[src/rtl/ecc_write_encoder.sv]
// ecc_write_encoder: two-stage valid/ready SECDED encoder for the DDR3 write path.
// Stage 1 captures the beat plus per-check-bit partial parities; stage 2 folds in
// the overall parity, applies optional error injection and drives the PHY FIFO.
module ecc_write_encoder #(
  parameter bit INJ_EN = 1'b1
) (
  input  logic        clk,
  input  logic        rst,
  input  logic        in_valid,
  output logic        in_ready,
  input  logic [63:0] in_data,
  input  logic [7:0]  in_mask,
  input  logic [1:0]  inj_mode,
  input  logic [6:0]  inj_bit0,
  input  logic [6:0]  inj_bit1,
  output logic        out_valid,
  input  logic        out_ready,
  output logic [63:0] out_data,
  output logic [7:0]  out_ecc,
  output logic [7:0]  out_mask,
  output logic [31:0] word_count
);

  // Data bits occupy the non-power-of-two positions 3..71 in ascending order.
  // Returns the set of data bits whose codeword position has bit c set.
  function automatic logic [63:0] chk_mask(input int c);
    logic [63:0] m;
    int          k;
    m = '0;
    k = 0;
    for (int pos = 1; pos < 72; pos++) begin
      if ((pos & (pos - 1)) != 0) begin
        if (((pos >> c) & 1) == 1) m[k[5:0]] = 1'b1;
        k++;
      end
    end
    return m;
  endfunction

  logic [6:0]  part;
  logic        s2_adv;
  logic        s1_adv;

  logic        s1_valid;
  logic [63:0] s1_data;
  logic [7:0]  s1_mask;
  logic [1:0]  s1_mode;
  logic [6:0]  s1_bit0;
  logic [6:0]  s1_bit1;
  logic [6:0]  s1_part;
  logic        s1_par;

  logic [71:0] flip;
  logic [7:0]  clean_ecc;

  // Hamming check bits c[0..6] straight from the incoming beat.
  genvar gi;
  generate
    for (gi = 0; gi < 7; gi++) begin : g_chk
      localparam logic [63:0] MASK = chk_mask(gi);
      assign part[gi] = ^(in_data & MASK);
    end
  endgenerate

  assign s2_adv   = !out_valid || out_ready;
  assign s1_adv   = !s1_valid || s2_adv;
  assign in_ready = s1_adv;

  // Overall parity c[7] covers the data bits and c[0..6].
  assign clean_ecc = {s1_par ^ (^s1_part), s1_part};

  // Flip vector over the 72-bit codeword; indices above 71 flip nothing and a
  // repeated index is flipped only once.
  always_comb begin
    flip = '0;
    if (INJ_EN) begin
      if ((s1_mode == 2'b01 || s1_mode == 2'b10) && s1_bit0 <= 7'd71)
        flip[s1_bit0] = 1'b1;
      if (s1_mode == 2'b10 && s1_bit1 <= 7'd71)
        flip[s1_bit1] = 1'b1;
    end
  end

  // Stage 1: capture the accepted beat, its injection controls and partial parities.
  always_ff @(posedge clk) begin
    if (rst) begin
      s1_valid <= 1'b0;
      s1_data  <= '0;
      s1_mask  <= '0;
      s1_mode  <= '0;
      s1_bit0  <= '0;
      s1_bit1  <= '0;
      s1_part  <= '0;
      s1_par   <= 1'b0;
    end else if (s1_adv) begin
      s1_valid <= in_valid;
      if (in_valid) begin
        s1_data <= in_data;
        s1_mask <= in_mask;
        s1_mode <= inj_mode;
        s1_bit0 <= inj_bit0;
        s1_bit1 <= inj_bit1;
        s1_part <= part;
        s1_par  <= ^in_data;
      end
    end
  end

  // Stage 2: final check bits with injection applied; holds while stalled.
  always_ff @(posedge clk) begin
    if (rst) begin
      out_valid <= 1'b0;
      out_data  <= '0;
      out_ecc   <= '0;
      out_mask  <= '0;
    end else if (s2_adv) begin
      out_valid <= s1_valid;
      if (s1_valid) begin
        out_data <= s1_data ^ flip[63:0];
        out_ecc  <= clean_ecc ^ flip[71:64];
        out_mask <= s1_mask;
      end
    end
  end

  // Count completed output handshakes, wrapping naturally at 2^32.
  always_ff @(posedge clk) begin
    if (rst) begin
      word_count <= '0;
    end else if (out_valid && out_ready) begin
      word_count <= word_count + 32'd1;
    end
  end

endmodule
[config.mk]
export PLATFORM = sky130hd
export DESIGN_NAME = ecc_write_encoder
export DESIGN_NICKNAME = d
export VERILOG_FILES = /design/src/rtl/ecc_write_encoder.sv
export SDC_FILE = /design/constraint.sdc
export NUM_CORES = 1
export LEC_CHECK = 0
export ABC_CLOCK_PERIOD_IN_PS = 2100
export BUFFER_PORTS_ARGS = -buffer_cell sky130_fd_sc_hd__buf_2
export CORE_MARGIN = 2
export CORE_UTILIZATION = 50
export CTS_BUF_LIST = sky130_fd_sc_hd__clkbuf_16
export CTS_CLUSTER_SIZE = 8
export DETAILED_ROUTE_END_ITERATION = 10
export GPL_TIMING_DRIVEN = 0
export PLACE_DENSITY = 0.83
export SLEW_MARGIN = 20
export SYNTH_ARGS = -nofsm -noshare
export SYNTH_HDL_FRONTEND = slang
export SYNTH_SLANG_ARGS = --single-unit
export TNS_END_PERCENT = 10
[constraint.sdc]
create_clock -name clk -period 2.1 [get_ports clk]
set_input_delay 0.315 -clock clk [delete_from_list [all_inputs] [get_ports clk]]
set_output_delay 0.315 -clock clk [all_outputs]
set_load 0.02 [all_outputs]
== Yosys cells after proc, flatten, opt, wreduce, memory -nomap -nowiden ==
Cells that the tools add are included.
Operators by class
  bitwise logic cells: 4
  add/sub/neg operators: 1
  equality and inequality tests: 2
  reduce and logical (&&, ||, !) cells: 21
  mux-type cells: 6
  magnitude comparators: 6
Operators by type and width (count)
  XOR reduction 64 bit: 8
  2-to-1 mux 72 bit: 2
  OR 72 bit: 1
  bitwise XOR 64 bit: 1
  adder 32 x 1 -> 32 bit, second input constant: 1
  < comparator 7 x 8 -> 1 bit, second input constant: 2
  demux 1 bit (select 7 bit): 2
  >= comparator 7 x 1 -> 1 bit, second input constant: 2
  <= comparator 7 bit, second input constant: 2
  bitwise XOR 8 bit: 1
  XOR reduction 7 bit: 1
  logical AND 1 bit: 5
  AND reduction 2 bit: 2
  logical OR 1 bit: 3
  == test 2 x 1 -> 1 bit, second input constant: 1
  == test 2 bit, second input constant: 1
  logical NOT 1 bit: 2
  2-to-1 mux 1 bit: 2
  bitwise XOR 1 bit: 1
Word-level totals
  input port bits: 92
  output and inout port bits: 114
  register bits after elaboration: 210
  word-level logic and storage cells: 53

== Logic depth before layout (Yosys ltp) ==
Gate-level depths: netlist (run 1).
  depth in word-level cells: 8
  gate-level depth with buffers: 10
  mapped depth without buffers: 8

== Worst setup path after synthesis (run 1) ==
No wires, ideal clock.
  kind: reg2reg
  from: register word_count[3]
  to: register word_count[31]
  clock period less this slack: 2.404 ns
  setup slack: -0.304 ns
  required time: 2.030 ns
  path buffers: 1
  stages on the path, launching flop included: 8
  arrival: 2.334 ns
  setup time: 0.070 ns
  cell sequence: dfxtp_1 -> and4_4 -> and4_4 -> nand3_2 -> or4_1 -> buf_2 -> or4_1 -> a21oi_1
On the way
  longest elaborated chain between the ends: 1
Ends and longest elaborated chain
  start: declaration: line 21  | output logic [31:0] word_count
  start signal: assignment: line 131  | word_count <= word_count + 32'd1;
  adder 32 x 1 -> 32 bit: line 131
Every way passes these cells.
A chain may end at the register's enable or synchronous reset.

== Final worst setup path (run 1) ==
  from: register s1_bit0[2]
  to: register out_ecc[3]
On the way
  longest elaborated chain between the ends: 8
  elaborated cells between the ends (all ways): 11
  classes of those cells: 3 x order compare; 4 x mux; 2 x bitwise; 2 x reduce/logical
Ends and longest elaborated chain
  start: declaration: line 48  | logic [6:0] s1_bit0;
  start signal: assignment: line 101  | s1_bit0 <= inj_bit0;
  < comparator 7 x 8 -> 1 bit (implied by the code) / >= comparator 7 x 1 -> 1 bit (equally long branches): line 78  | flip[s1_bit0] = 1'b1;
  logical AND 1 bit (implied by the code): line 78
  2-to-1 mux 1 bit (implied by the code): line 78
  demux 1 bit (select 7 bit): line 78
  2-to-1 mux 72 bit *: line 77  | if ((s1_mode == 2'b01 || s1_mode == 2'b10) && s1_bit0 <= 7'd71)
  OR 72 bit (no source line)
  2-to-1 mux 72 bit *: line 79  | if (s1_mode == 2'b10 && s1_bit1 <= 7'd71)
  bitwise XOR 8 bit *: line 120  | out_ecc <= clean_ecc ^ flip[71:64];
  end signal: assignment: line 120
  end: declaration: line 19  | output logic [7:0] out_ecc,
Every way passes the cells marked *; elsewhere a longest branch is shown, timed or not.

==> impl_metrics.yaml, run 1 <==
status:
  status: "complete, but fails checks"
  violations: "negative setup slack"
die:
  rows: 52
  die_y_um: 149
  num_io_pins: 206
  start_util: 0.513
  chipWidth_um: 149
  dieArea_sq_um: 22100
  core_area_sq_um: 20400
clock_network:
  clockBufferDepth: 3
  clock_sink_count: 210
  clk_latency_ns: 0.54
  cts_tree: "built"
  cts_buffers: 30
  htreeDepth: 1
  cts.clk_slew.worst_paths_ns: 0.05
  cts_hold_buf: 0
  root_buffer: "clkbuf_16"
routing:
  drt_iter0_drc: 1006
  routed_wl_mm: 34.7
  dr_total_vias: 10383
  dr.pass1.iters: 5
  vias_per_cell: 5.73
  wl_per_cell_um: 19.1
  ant_nets: 0
  drc_errors: 0
min_path:
  min_to: "s1_mask[2]$_SDFFE_PP0P_"
  min_path_type: "in -> reg"
  hold_depth: 3
  hp-start: "in_mask[2]"
power:
  power_w: 0.0113
  p_leak_nw: 5.51
  p_per_area_nw_per_um2: 873
  ir_drop_mv: 0.605
logic_synthesis:
  post-synth-top-area-cell: "dfxtp_1"
  synth-seq-cells: 210
  yosysTopAreaCellShare: 0.403
  synth_fp_nets: 1390
  synth_cells: 1296
  synth_top_flop_cell: "dfxtp_1"
  async_flop_share: 0
  yosys_warnings: 0
  avgSynthCellArea_sq_um: 8.06
  synth-seq-area-share: 0.403
  ys_types: 47
  ys_top_cells_by_area: "dfxtp_1 40%, nand2_1 14%, a21oi_1 9.2%"
  synth_area_sq_um: 10400
  synth_edf_count: 0
sta:
  tightest_slew_ns: 0.759
  final_max_slew_viol_count: 0
  relSlewSlack: 0.494
  min_period_ns: 2.18
  setup_tns_ns: -0.246
  rsz0062_at_grt: "yes"
  fmax_ghz: 0.459
  final.setup.worst_slack_ns: -0.0782
  hold_violations: 0
  fin_crit_sh: 1.04
  finalClockSkew_ns: 0.0151
  setup_viol: 6
setup_path:
  r2r_end: "out_ecc[3]$_SDFFE_PP0P_"
  worstReg2RegStart: "s1_bit0[2]$_SDFFE_PP0P_"
  worst-r2r-setup-slack_ns: -0.08
  critPathMaxStageDelay_ns: 0.57
  endpoint_kind: "flop"
  start_kind: "flop"
  cp_data_arrival_time_ns: 2.58
  cp_slowest_cell: "nand3b_1"
  r2r_cells: 6
  crit_chain: "clkbuf_1, nand3b_1, or3_4, and3_1, o21ai_0, a21oi_1"
  worstSetupPathType: "reg -> reg"
  crit_required_ns: 2.50
  path_max_fanout: 10
placement:
  dp.final_hpwl_mm: 25.7
  port_buffers: 204
  gp_congestion: 0.983
flow_run:
  drv_cap: 0
global_routing:
  grt_start_max_net_pins: 17
  antenna_found_initial: 4
  grt_pass1_wl_mm: 51.4
  first_global_vias: 9571
  grt-ovfl-total: 0
  grt_use_total: 0.300
layout:
  seqCellArea_sq_um: 4240
  fillers: 1727
  final_common_cell: "nand2_1"
  multi_input_area_sq_um: 6150
  drive_gt1_frac: 0.208
  area_growth_pct: 24.2
  nets: 1633
  layout_common_cells: "373 x nand2_1, 205 x buf_2, 200 x dfxtp_1"
## synthesized netlist by cell type (all sizes together), types with 2 or more instances
library cell	instances
nand3	22
nand3b	3
buf	10
nand4	13
and3	6
a21oi	191
or2	2
nand2b	2
xor3	3
and2	2
o32ai	2
ha	2
nor2b	13
xnor3	25
inv	11
clkbuf	66
o22ai	59
or3	14
o2bb2ai	3
nand2	377
nor3	5
dfxtp	210
xor2	85
nand4bb	3
xnor2	88
and4	5
o21ai	17
or4	3
nor2	41
## area by class of cell
type | count | area share
timing repair buffer | 216 | 0.0857
clock buffer | 31 | 0.0598
inverter | 11 | 0.00318
tap | 270 | 0.0260
buffer | 72 | 0.0230
clock inverter | 2 | 0.000965
sequential | 210 | 0.327
multi-input combinational | 998 | 0.474
antenna | 3 | 0.000579
## repair_timing
action,in CTS,in global routing
setup endpoints to repair,99,131
gates resized for setup,31,43
pin swaps,5,13
endpoints found under the hold margin,0,0
buffers inserted,2,10
## worst max-delay path by stage
stage / from / end / slack (ns) / depth (start not counted)
2_1_floorplan: word_count[3]$_SDFFE_PP0P_ / word_count[31]$_SDFFE_PP0P_ / -0.09 / 7
3_3_place_gp: out_ready / out_data[59]$_SDFFE_PP0P_ / -0.53 / 8
3_5_place_dp: out_ready / out_data[60]$_SDFFE_PP0P_ / -0.59 / 8
4_1_cts: word_count[3]$_SDFFE_PP0P_ / word_count[31]$_SDFFE_PP0P_ / -0.10 / 7
5_1_grt: s1_bit0[2]$_SDFFE_PP0P_ / out_ecc[3]$_SDFFE_PP0P_ / -0.15 / 6
6_report: s1_bit0[2]$_SDFFE_PP0P_ / out_ecc[3]$_SDFFE_PP0P_ / -0.08 / 6
## through the flow
| stage | cells | setup WS, ns | instance area (sq um) | hold WS [ns] | util |
|---|---|---|---|---|---|
| 2_1_floorplan | 1296 | -0.0894 | 10500 | 0.432 | - |
| 3_3_place_gp | 1770 | -0.526 | 11800 | 0.436 | 0.581 |
| 3_5_place_dp | 1770 | -0.591 | 11800 | 0.440 | 0.581 |
| 4_1_cts | 1801 | -0.103 | 12700 | 0.0130 | 0.625 |
| 5_1_grt | 1813 | -0.146 | 13000 | 0.0234 | 0.637 |
| 6_report | 1813 | -0.0782 | 13000 | 0.0148 | 0.637 |
## flip-flops by register name, summed over array words and instances, names as in the netlist
name	count
out_data	64
out_mask	8
s1_par	1
s1_valid	1
s1_bit0	7
s1_bit1	7
s1_mask	8
out_valid	1
s1_part	7
out_ecc	8
s1_data	64
word_count	32
s1_mode	2
## metal layers
metal | up-vias | track usage | wire length [um]
met5 | - | 0 | 0
met4 | 0 | 0.123 | 1470
met3 | 119 | 0.0595 | 3240
met2 | 538 | 0.489 | 16000
met1 | 4899 | 0.391 | 14000
li1 | 4827 | - | -
## worst max-delay path, delay by kind of cell, from the launching register on
kind / cells / cell delay (ns)
and+or+nand+nor: 3 / 1.29
DFF: 1 / 0.30
AOI/OAI and AO/OA: 2 / 0.24
buffers and inverters: 1 / 0.21
## cell families (layout without fill, tap and decap cells)
family          after synthesis  count (layout)  share of synthesized area
compound gates              278             278                      0.144
xor+xnor                    201             201                      0.206
fa+ha+maj                     2               2                    0.00240
buf+inv                      88             332                     0.0324
flops                       210             210                      0.403
mux                           1               1                   0.000959
other cells                   0               3                          0
simple gates                516             516                      0.212
## report_power, final
part	internal [W]	switching [W]
registers	0.00419	0.000233
logic	0.00135	0.00132
clock network	0.00255	0.00167
Note: power is estimated with default switching activity, not from simulation.
==> run 2, diff against run 1 <==
CORE_UTILIZATION = 25   (was 50)
PLACE_DENSITY = 0.51   (was 0.83)
==> run 2 against run 1 <==
The flow still finishes with violations (negative setup slack). Worst setup slack got worse by 0.018 ns. Worst hold slack better by 0.0059 ns. Final cell count grew 16%. Largest cell class unchanged. Largest power group unchanged. Highest routed layer is now met5.
==> impl_metrics.yaml, run 2 (synthesized netlist as in run 1, its figures left out) <==
layout:
  drive_gt1_frac: 0.210
  nets: 1665
  fillers: 4434
  final_util: 0.332
  final_common_cell: "nand2_1"
  multi_input_area_sq_um: 6150
  area_growth_pct: 30.2
  seqCellArea_sq_um: 4240
  top_regs: "out_data: 64 flops, s1_data: 64 flops, word_count: 32 flops"
  layout_common_cells: "375 x nand2_1, 205 x buf_2, 199 x dfxtp_1"
  fin_area_sq_um: 13600
global_routing:
  first_global_vias: 9722
  grt.busiest_layer: "met2"
  grtUsageMet2: 0.304
  use_met3: 0.0386
  antenna_found_initial: 9
  grt_use_total: 0.180
  grtUsageMet1: 0.229
  grt-ovfl-total: 0
  grt_start_max_net_pins: 20
  grt_pass1_wl_mm: 59.5
setup_path:
  critPathMaxStageDelay_ns: 0.51
  cp_top_family: "simple AND/OR/NAND/NOR gates"
  path_max_fanout: 6
  r2r_end: "word_count[25]$_SDFFE_PP0P_"
  endpoint_kind: "flop"
  cp_slowest_cell: "or4_4"
  crit_chain: "and4_1, and3_2, nand4_1, buf_4, or4_4, or3_4, a21oi_2"
  r2r_cells: 7
  worstReg2RegStart: "word_count[12]$_SDFFE_PP0P_"
  worstSetupPathType: "reg -> reg"
  start_kind: "flop"
  cp_data_arrival_time_ns: 2.68
  crit_required_ns: 2.59
  cp_num_buf_inv: 1
  path_depth: 7
  worst-r2r-setup-slack_ns: -0.1
placement:
  gp_congestion: 0.917
  port_buffers: 204
  dpl_cell_area_sq_um: 12200
  dp.final_hpwl_mm: 31.2
routing:
  routed_wl_mm: 40.0
  drc_errors: 0
  dr.pass1.iters: 5
  dr_total_vias: 9977
  vias_per_cell: 4.73
  wl_per_cell_um: 19.0
  ant_nets: 0
  drt_iter0_drc: 673
sta:
  min_period_ns: 2.20
  relSlewSlack: 0.419
  final.setup.worst_slack_ns: -0.0967
  rsz0062_at_grt: "yes"
  setup_viol: 2
  hold_violations: 0
  finalClockSkew_ns: 0.0157
  final_max_slew_viol_count: 0
  fmax_ghz: 0.455
  tightest_slew_ns: 0.872
  fin_crit_sh: 1.05
clock_network:
  cts_buffers: 30
  cts_tree: "built"
  clock_sink_count: 210
  root_buffer: "clkbuf_16"
  cts.clk_slew.worst_paths_ns: 0.05
  htreeDepth: 1
  clockBufferDepth: 3
  clk_latency_ns: 0.57
status:
  status: "complete, but fails checks"
  violations: "negative setup slack"
die:
  start_util: 0.255
  dieArea_sq_um: 43400
  core_area_sq_um: 41000
  rows: 74
  chipWidth_um: 208
  die_y_um: 208
  num_io_pins: 206
min_path:
  hold_depth: 3
  min_to: "s1_bit1[1]$_SDFFE_PP0P_"
  min_path_type: "in -> reg"
  hp-start: "inj_bit1[1]"
flow_run:
  drv_cap: 0
power:
  power_w: 0.0114
  ir_drop_mv: 0.653
  p_per_area_nw_per_um2: 839
  p_leak_nw: 5.63
-- run 2: cell count changes in the layout (fill, tap and decap cells not counted), moves of 3 or more --
cell           delta
buf_4             +5
dlygate4sd3_1    +25
o21ai_0           -5
o21ai_2           +3
o22ai_1           +4
o22ai_2           -5
-- run 2: through the flow --
stage / setup slack, ns / std cells / hold slack [ns] / setup TNS [ns]
2_1_floorplan: -0.0894 / 1296 / 0.432 / -0.277
3_5_place_dp: -0.931 / 2032 / 0.442 / -33.56
3_3_place_gp: -0.830 / 2032 / 0.441 / -29.35
4_1_cts: -0.133 / 2095 / 0.00233 / -0.494
6_report: -0.0967 / 2110 / 0.0207 / -0.190
5_1_grt: -0.181 / 2107 / 0.0137 / -1.65
-- run 2: timing repair --
item,CTS,global route
endpoints found under the setup margin,114,136
gates cloned,0,1
resized for setup,39,46
hold buffers,25,0
pin swaps,7,14
setup buffers,4,13
endpoints found under the hold margin,25,0
-- run 2: power by group --
group          leakage (nW)  switching [W]  internal, W
sequential             1.72       0.000207      0.00419
combinational          3.51        0.00134      0.00139
clock                 0.396        0.00179      0.00250
total                  5.63        0.00333      0.00808
-- run 2: area by class of cell --
cell class | instances | area share
inverters | 11 | 0.00304
well taps | 532 | 0.0489
diodes | 3 | 0.000552
clock inverters | 6 | 0.00258
clock buffers | 30 | 0.0552
plain buffers | 73 | 0.0228
repair buffers | 246 | 0.103
flip-flops and latches | 210 | 0.311
multi-input cells | 999 | 0.453
-- run 2: worst max-delay path by stage --
| stage | from | endpoint | slack (ns) |
|---|---|---|---|
| 2_1_floorplan | word_count[3]$_SDFFE_PP0P_ | word_count[31]$_SDFFE_PP0P_ | -0.09 |
| 3_3_place_gp | out_ready | out_data[57]$_SDFFE_PP0P_ | -0.83 |
| 3_5_place_dp | out_ready | out_data[57]$_SDFFE_PP0P_ | -0.93 |
| 4_1_cts | word_count[6]$_SDFFE_PP0P_ | word_count[31]$_SDFFE_PP0P_ | -0.13 |
| 5_1_grt | word_count[15]$_SDFFE_PP0P_ | word_count[25]$_SDFFE_PP0P_ | -0.18 |
| 6_report | word_count[12]$_SDFFE_PP0P_ | word_count[25]$_SDFFE_PP0P_ | -0.1 |
-- run 2: tightest hold or removal path: cells and delay by family --
family	cells	cell delay (ns)
compound gates	1	0.05
buf+inv	1	0.10
simple gates	1	0.06
-- run 2: per-layer routing --
layer | up-vias | share of wire | wire (um)
met5 | - | 0.0017 | 69
met2 | 302 | 0.47 | 18700
met1 | 4664 | 0.44 | 17500
met3 | 85 | 0.065 | 2600
li1 | 4916 | - | -
met4 | 10 | 0.029 | 1150
==> run 3, diff against run 2 <==
--- a/config.mk
+++ b/config.mk
@@ -16,2 +16,3 @@
 export PLACE_DENSITY = 0.51
+export REMOVE_ABC_BUFFERS = 1
 export SLEW_MARGIN = 20
==> constraint.sdc (replaced) <==
create_clock -name clk -period 2.1 [get_ports clk]
set_input_delay 0.42 -clock clk [delete_from_list [all_inputs] [get_ports clk]]
set_output_delay 0.42 -clock clk [all_outputs]
set_load 0.02 [all_outputs]
==> run 3 against run 2 <==
The flow still finishes with violations (negative setup slack). Sequential share of layout area is 0.72 points higher. Worst setup slack better by 0.011 ns. Highest routed layer unchanged. Sequential power hardly changed. Clock skew is 0.0025 ns higher. Critical path depth is 2 lower.
==> impl_metrics.yaml, run 3 (synthesized netlist as in run 1, its figures left out) <==
power:
  clockPowerShare: 0.382
  comb_power_share: 0.230
  p_leak_nw: 5.51
  p_seq_frac: 0.388
  p_per_area_nw_per_um2: 850
  p_int_w: 0.00811
  p_sw_w: 0.00316
  ir_drop_mv: 0.583
  switching_share: 0.280
routing:
  drc_errors: 0
  routed_wl_mm: 37.4
  vias_per_cell: 4.75
  drt_iter0_drc: 726
  dr_total_vias: 9583
  ant_nets: 0
  wl_per_cell_um: 18.5
  dr.pass1.iters: 5
global_routing:
  grt_use_total: 0.165
  grt_start_max_net_pins: 114
  antenna_found_initial: 5
  grt-ovfl-total: 0
  first_global_vias: 8925
  grt_pass1_wl_mm: 54.8
sta:
  relSlewSlack: 0.473
  rsz0062_at_grt: "yes"
  setup_viol: 4
  final_max_slew_viol_count: 0
  min_period_ns: 2.19
  final.setup.worst_slack_ns: -0.0854
  fin_crit_sh: 1.04
  setup_tns_ns: -0.108
  finalClockSkew_ns: 0.0182
  fmax_ghz: 0.458
  hold_violations: 0
  tightest_slew_ns: 0.779
min_path:
  min_path_type: "in -> reg"
die:
  rows: 74
  num_io_pins: 206
  dieArea_sq_um: 43400
  core_area_sq_um: 41000
  die_y_um: 208
  start_util: 0.255
  chipWidth_um: 208
layout:
  final_common_cell: "nand2_1"
  seqCellArea_sq_um: 4230
  fillers: 4358
  top_regs: "out_data: 64 flops, s1_data: 64 flops, word_count: 32 flops"
  nets: 1576
  area_growth_pct: 27.0
  layout_common_cells: "373 x nand2_1, 204 x buf_2, 199 x dfxtp_1"
  multi_input_area_sq_um: 6160
  drive_gt1_frac: 0.219
  finalNonFillerCells: 2018
clock_network:
  cts_buffers: 30
  root_buffer: "clkbuf_16"
  cts_hold_buf: 0
  cts.clk_slew.worst_paths_ns: 0.05
  htreeDepth: 1
  clockBufferDepth: 3
  clock_sink_count: 210
  cts_tree: "built"
  clk_latency_ns: 0.57
placement:
  post-place-cells: 1963
  gp_congestion: 0.865
  port_buffers: 205
  dp.final_hpwl_mm: 27.0
setup_path:
  cp_num_buf_inv: 0
  cp_slowest_cell: "or3_1"
  crit_chain: "nand3b_1, or3_1, and3_1, o21ai_1, a21oi_1"
  cp_data_arrival_time_ns: 2.59
  cp_top_family: "simple AND/OR/NAND/NOR gates"
  critPathMaxStageDelay_ns: 0.55
  path_max_fanout: 11
  worstSetupPathType: "reg -> reg"
  endpoint_kind: "flop"
  crit_required_ns: 2.51
  start_kind: "flop"
status:
  status: "complete, but fails checks"
  violations: "negative setup slack"
flow_run:
  drv_cap: 0
run 3: cell count changes in the layout (fill, tap and decap cells not counted), sizes merged:
cell / before / now
dlygate4sd1: 1 / 0
or4: 4 / 3
clkinv: 3 / 2
inv: 14 / 13
dlygate4sd3: 25 / 0
clkbuf: 93 / 31
diode: 3 / 1
buf: 230 / 231
run 3: area by class of cell:
type / instances / share of cell area
diodes: 1 / 0.000189
clock buffers: 31 / 0.0585
clock inverters: 4 / 0.00113
inverters: 11 / 0.00311
multi-input cells: 998 / 0.464
flip-flops and latches: 210 / 0.319
well taps: 532 / 0.0502
repair buffers: 231 / 0.104
run 3: what timing repair did:
action	4_1_cts	5_1_grt
resized for setup	46	27
setup endpoints to repair	129	120
pin swaps	9	5
buffers inserted	16	3
cloned	0	0
endpoints found under the hold margin	0	0
run 3: routing by layer:
metal,GRT usage,part of all wire,vias to the layer above
met3,0.0347,0.067,83
met2,0.271,0.46,329
met1,0.215,0.44,4462
met5,0,0.0010,-
met4,0.0543,0.031,8
li1,-,-,4701
run 3: path summary, 6_finish.rpt:
path                             startpoint                         to  slack (ns)  cells past startpoint
setup / recovery    s1_bit0[1]$_SDFFE_PP0P_    out_ecc[3]$_SDFFE_PP0P_       -0.09                      5
hold / removal                   in_mask[4]    s1_mask[4]$_SDFFE_PP0P_         0.1                      3
setup reg to reg    s1_bit0[1]$_SDFFE_PP0P_    out_ecc[3]$_SDFFE_PP0P_       -0.09                      5
hold reg to reg   out_data[53]$_SDFFE_PP0P_  out_data[53]$_SDFFE_PP0P_        0.45                      2
run 3: worst min-delay path, stage by stage:
cell and delay [ns]:
buf_2 0.10, nand2_1 0.05, a21oi_1 0.05
run 3: power groups by stage:
stage	clock network, W	registers (W)	logic, W
floorplan	0	0.00448	0.00177
global placement	0	0.00445	0.00253
detailed placement	0	0.00445	0.00255
CTS	0.00446	0.00437	0.00259
global route	0.00459	0.00440	0.00282
finish	0.00430	0.00438	0.00259
run 3: through the flow:
stage	utilization	hold WS, ns	cell area [sq um]	power (W)	setup WS, ns
after CTS	0.320	0.0643	13100	0.0114	-0.119
after detailed placement	0.294	0.442	12000	0.00701	-0.797
final	0.323	0.0977	13300	0.0113	-0.0854
after global placement	0.289	0.437	11800	0.00698	-4.92
after floorplan	-	0.426	10100	0.00625	-1.60
after global routing	0.323	0.0884	13300	0.0118	-0.137
